**config.mk**
```make
export PLATFORM = sky130hd
export DESIGN_NAME = alu_issue_seq
export DESIGN_NICKNAME = d
export VERILOG_FILES = /design/src/rtl/alu_issue_seq.sv
export SDC_FILE = /design/constraint.sdc
export NUM_CORES = 1
export LEC_CHECK = 0
export ABC_AREA = 1
export BUFFER_PORTS_ARGS = -buffer_cell sky130_fd_sc_hd__buf_2
export CORE_ASPECT_RATIO = 0.6
export CORE_MARGIN = 5
export CORE_UTILIZATION = 49
export CTS_CLUSTER_SIZE = 16
export DETAILED_ROUTE_END_ITERATION = 8
export PLACE_DENSITY_LB_ADDON = 0.3
export SLEW_MARGIN = 20
export SYNTH_ARGS = -nofsm -noshare
export SYNTH_HDL_FRONTEND = slang
export SYNTH_SLANG_ARGS = --single-unit
export TNS_END_PERCENT = 5
```
**constraint.sdc**
```tcl
create_clock -name clk -period 40.6 [get_ports clk]
set_clock_uncertainty 0.1 [all_clocks]
set_input_delay 0 -clock clk [delete_from_list [all_inputs] [get_ports clk]]
set_output_delay 0 -clock clk [all_outputs]
set_load 0.005 [all_outputs]
```
**src/rtl/alu_issue_seq.sv**
```systemverilog
// Multi-cycle ADD/SUB/MUL/DIV issue sequencer: accept one request, wait LAT cycles, hold result until consumed.
// Optional status flags output enabled by defining ALU_ISSUE_SEQ_FLAGS_EN.
module alu_issue_seq #(
  parameter int MUL_CYCLES = 2,
  parameter int DIV_CYCLES = 4
) (
  input  logic        clk,
  input  logic        rst,
  input  logic        in_valid,
  output logic        in_ready,
  input  logic [1:0]  op,
  input  logic [15:0] a,
  input  logic [15:0] b,
  output logic        out_valid,
  input  logic        out_ready,
  output logic [31:0] result,
`ifdef ALU_ISSUE_SEQ_FLAGS_EN
  output logic        dbz,
  output logic [2:0]  flags
`else
  output logic        dbz
`endif
);

  // state | meaning
  // IDLE  | waiting for a request, in_ready high
  // EXEC  | operands latched, latency counter running
  // DONE  | result valid, waiting for out_ready

  typedef enum logic [1:0] {
    IDLE = 2'd0,
    EXEC = 2'd1,
    DONE = 2'd2
  } state_t;

  localparam logic [1:0] OP_ADD = 2'b00;
  localparam logic [1:0] OP_SUB = 2'b01;
  localparam logic [1:0] OP_MUL = 2'b10;
  localparam logic [1:0] OP_DIV = 2'b11;

  localparam logic [3:0] MUL_LAT_M1 = 4'(MUL_CYCLES - 1);
  localparam logic [3:0] DIV_LAT_M1 = 4'(DIV_CYCLES - 1);

  state_t      state, state_nxt;
  logic [3:0]  cnt, cnt_nxt;
  logic [3:0]  lat_m1;
  logic        accept;
  logic        capture;

  logic [1:0]  op_q;
  logic [15:0] a_q;
  logic [15:0] b_q;

  logic [16:0] sum17;
  logic [16:0] diff17;
  logic [31:0] prod;
  logic [15:0] quot;
  logic        div_zero;
  logic [31:0] res_c;
  logic        dbz_c;

  logic [31:0] result_q;
  logic        dbz_q;

  always_comb begin
    lat_m1 = 4'd0;
    case (op)
      OP_MUL:  lat_m1 = MUL_LAT_M1;
      OP_DIV:  lat_m1 = DIV_LAT_M1;
      default: lat_m1 = 4'd0;
    endcase
  end

  always_ff @(posedge clk) begin
    if (rst) begin
      state <= IDLE;
      cnt   <= 4'd0;
    end else begin
      state <= state_nxt;
      cnt   <= cnt_nxt;
    end
  end

  always_comb begin
    state_nxt = state;
    cnt_nxt   = cnt;
    in_ready  = 1'b0;
    out_valid = 1'b0;
    accept    = 1'b0;
    capture   = 1'b0;
    case (state)
      IDLE: begin
        in_ready = ~rst;
        if (in_valid && !rst) begin
          accept    = 1'b1;
          state_nxt = EXEC;
          cnt_nxt   = lat_m1;
        end
      end
      EXEC: begin
        if (cnt == 4'd0) begin
          capture   = 1'b1;
          state_nxt = DONE;
        end else begin
          cnt_nxt = cnt - 4'd1;
        end
      end
      DONE: begin
        out_valid = 1'b1;
        if (out_ready) state_nxt = IDLE;
      end
      default: state_nxt = IDLE;
    endcase
  end

  // Datapath is combinational off the latched operands; it has LAT cycles to settle.
  always_comb begin
    sum17    = {1'b0, a_q} + {1'b0, b_q};
    diff17   = {1'b0, a_q} + {1'b0, ~b_q} + 17'd1;
    prod     = {16'd0, a_q} * {16'd0, b_q};
    div_zero = (b_q == 16'd0);
    quot     = div_zero ? 16'hFFFF : (a_q / b_q);
    res_c    = 32'd0;
    dbz_c    = 1'b0;
    case (op_q)
      OP_ADD: res_c = {15'd0, sum17};
      OP_SUB: res_c = {15'd0, diff17};
      OP_MUL: res_c = prod;
      OP_DIV: begin
        res_c = {16'd0, quot};
        dbz_c = div_zero;
      end
      default: res_c = 32'd0;
    endcase
  end

  always_ff @(posedge clk) begin
    if (rst) begin
      op_q     <= OP_ADD;
      a_q      <= 16'd0;
      b_q      <= 16'd0;
      result_q <= 32'd0;
      dbz_q    <= 1'b0;
    end else begin
      if (accept) begin
        op_q <= op;
        a_q  <= a;
        b_q  <= b;
      end
      if (capture) begin
        result_q <= res_c;
        dbz_q    <= dbz_c;
      end
    end
  end

  assign result = result_q;
  assign dbz    = dbz_q;

`ifdef ALU_ISSUE_SEQ_FLAGS_EN
  logic       is_addsub;
  logic       ovf_c;
  logic [2:0] flags_c;
  logic [2:0] flags_q;

  // Signed overflow: operands agree in sign (ADD) or differ (SUB) and the result sign flips.
  always_comb begin
    is_addsub = (op_q == OP_ADD) || (op_q == OP_SUB);
    ovf_c     = 1'b0;
    if (op_q == OP_ADD)
      ovf_c = (a_q[15] == b_q[15]) && (sum17[15] != a_q[15]);
    else if (op_q == OP_SUB)
      ovf_c = (a_q[15] != b_q[15]) && (diff17[15] != a_q[15]);
    flags_c = {(res_c == 32'd0), (is_addsub & res_c[16]), ovf_c};
  end

  always_ff @(posedge clk) begin
    if (rst)          flags_q <= 3'd0;
    else if (capture) flags_q <= flags_c;
  end

  assign flags = flags_q;
`endif

endmodule
```
==> reports/summary.txt <==
CTS tree = done
Starting Density = 0.496
EDFF count, synth = 0
Initial antenna violation count = 1
CTS sink cnt = 73
Hold Startpoint = rst
Router iterations before antenna repair = 7
Final Instance Area = 21600 µm²
Worst R2R End = result[0]
Worst EP arrival = 29480 ps
Worst-path fanout max = 21
Vias = 19900
Post-CTS sizing = 0
Min-delay worst type = in2reg
Layout cells sized above 1 = 0.0939
Setup total negative slack = 0 ps
Synthesized area = 20100 µm²
Port buffer count = 72
Root buf cell = clkbuf_16
Latest clock arrival within the worst-skew pair = 370 ps
Antenna Nets Post-Route = 0
H-tree depth = 3
Post-synth ARST share = 0
Origin of the worst setup path = b_q[0]
Ant diodes = 0
Non-Filler Instances = 3524
Worst slew pin tran = 1160 ps
Die area = 45200 µm²
Hold path endpoint = state[0]
Synth warn = 0
Rows = 57
Worst Path Required = 40720 ps
Largest net degree at the start of global routing = 36
Startpoint class of the critical path = flip-flop
Overflow after GRT = 0
Max stage delay cell, worst path = dfxtp_1
Final period util = 0.723
Status = finished, final reports clean
Number of top-level pins = 73
Vias in the first global route = 18500
Reg2reg setup slack = 11250 ps
Die Y = 167 µm
Most used cell, CP = nand2_1
Hold path depth = 2
Setup violators final = 0
Placed Area = 21000 µm²
Dpl hpwl = 55400 µm
TritonCTS Buffers = 9
Setup crit end kind = flip-flop
Fin crit period = 29350 ps
Nets@finish = 3499
Initial DRC count = 2395
Slew margin rel. = 0.215
Final hold vios = 0
Post-Synthesis Cells = 2939
DRT Wirelength = 69800 µm
Fillers = 3922
Max Clk Rate = 34.1 MHz
Worst r2r src = b_q[0]
Core area = 40400 µm²
Clk buf depth = 2
Unique masters post-synth = 62
RSZ-0062 raised after global routing = no
Via density = 5.66
Syn_area_per_cell = 6.83 µm²
Most used DFF post-synth = dfxtp_1
Max cap viols = 0
Yosys reg bits = 73
Delay of the slowest critical-path stage = 820 ps
Critical setup path kind = reg2reg
Syn_nets = 3450
Clock-pin slew on the worst setup and hold paths = 60 ps
Sequential-to-total area share from yosys stat = 0.0728
First-pass GRT wire length = 107000 µm
RePlAce Congestion = 0.998
Slew Viols, Final = 0
Dpl cells = 3473
Die Width = 271 µm
Area delta synth->final = 7.84%
Reg2Reg Depth = 188
Gr usage total = 0.301
DRC viols = 0
Wire per inst = 19.8 µm
synthesized netlist by cell type (4+ instances only):
library cell | count | area (µm²)
nand2_4 | 5 | 56.3
clkinv_1 | 7 | 26.3
nor2_8 | 4 | 80.1
clkbuf_1 | 90 | 338
o2111ai_1 | 7 | 61.3
ha_1 | 277 | 3470
a31oi_1 | 7 | 43.8
buf_4 | 8 | 60.1
nor4_1 | 10 | 62.6
nor2_1 | 105 | 394
nand4_1 | 12 | 75.1
xor2_1 | 41 | 359
dfxtp_1 | 73 | 1460
o211ai_1 | 17 | 128
nand3_2 | 40 | 400
buf_2 | 12 | 60.1
o21a_1 | 10 | 75.1
o21ai_0 | 141 | 706
a211oi_1 | 8 | 60.1
nand2_1 | 722 | 2710
or2_2 | 39 | 244
o21bai_1 | 11 | 82.6
nor3_1 | 36 | 180
o221ai_1 | 8 | 70.1
and2_1 | 20 | 125
inv_2 | 14 | 52.6
nand3_1 | 159 | 796
inv_1 | 548 | 2060
nand2_2 | 20 | 125
xnor2_1 | 24 | 210
a21oi_1 | 178 | 891
fa_1 | 196 | 3920
o21ai_2 | 12 | 105
o21ai_1 | 21 | 105
o22ai_1 | 4 | 25.0
o41ai_1 | 4 | 35.0
a21o_1 | 11 | 82.6
a221oi_1 | 4 | 35.0
final cells by class:
type	instances	area [µm²]	share of cell area
clock buffers	11	253	0.0117
multi-input cells	2181	16000	0.739
flip-flops and latches	73	1460	0.0675
clock inverters	5	77.6	0.00358
inverters	572	2160	0.0997
well taps	531	664	0.0307
repair buffers	151	1040	0.0481
logic make-up after synthesis:
group,share of synthesized area
simple gates,0.268
buf+inv,0.132
fa+ha+maj,0.368
compound gates,0.130
flops,0.0728
xor+xnor,0.0284
mux,0.000499
placed cells by master, fill, tap and decap left out, drive strengths merged, types with 2 or more instances in the layout:
cell type / instances
nand2: 747
inv: 565
ha: 277
nand3: 200
fa: 196
a21oi: 179
o21ai: 174
buf: 116
nor2: 112
dfxtp: 73
xor2: 41
or2: 41
nor3: 36
dlygate4sd3: 35
xnor2: 24
and2: 20
o211ai: 17
nand4: 13
a21o: 11
o21bai: 11
clkbuf: 11
o21a: 10
nor4: 10
clkinv: 9
o221ai: 8
a211oi: 8
a31oi: 7
o2111ai: 7
nand3b: 5
a221oi: 4
o41ai: 4
o22ai: 4
a21boi: 4
o31ai: 2
nor3b: 2
bufinv: 2
registers in the layout, summed over array words and instances (netlist names):
register / flops
a_q: 16
b_q: 16
cnt: 4
dbz: 1
op_q: 2
result: 32
state: 2
worst max path at each step:
stage	to	slack [ps]	depth (start not counted)
after floorplan	result[0]	17470	199
after global placement	result[0]	13110	190
after detailed placement	result[0]	12020	188
after CTS	result[0]	11890	188
after global routing	result[0]	8260	188
final	result[0]	11250	188
worst max-delay path, delay by kind of cell (launching register included):
kind,cells,cell delay (ps)
AOI/OAI and AO/OA,34,5860
adders and majority gates,16,5220
DFF,1,820
and+or+nand+nor,110,12490
buffers and inverters,28,4650
per-layer routing:
layer / up-vias / global-route usage / share of wire
met3: 98 / 0.0892 / 0.13
met1: 9312 / 0.477 / 0.47
li1: 9420 / - / -
met2: 1112 / 0.403 / 0.38
met4: 0 / 0.0516 / 0.016
met5: - / 0 / 0
what timing repair did:
item | 4_1_cts | 5_1_grt
setup buffers | 0 | 0
hold buffers | 35 | 0
hold endpoints to repair | 36 | 0
through the flow:
step / hold slack, ps / setup slack [ps] / utilization
after floorplan: 38.7 / 17470 / -
after global placement: 124 / 13110 / 0.518
after detailed placement: 136 / 12020 / 0.518
after CTS: 71.5 / 11890 / 0.535
after global routing: 133 / 8260 / 0.535
final: 108 / 11250 / 0.535
Power is left out: the tool's default activity adds up to more than one toggle a clock period on the data nets, which glitch-free logic cannot reach.
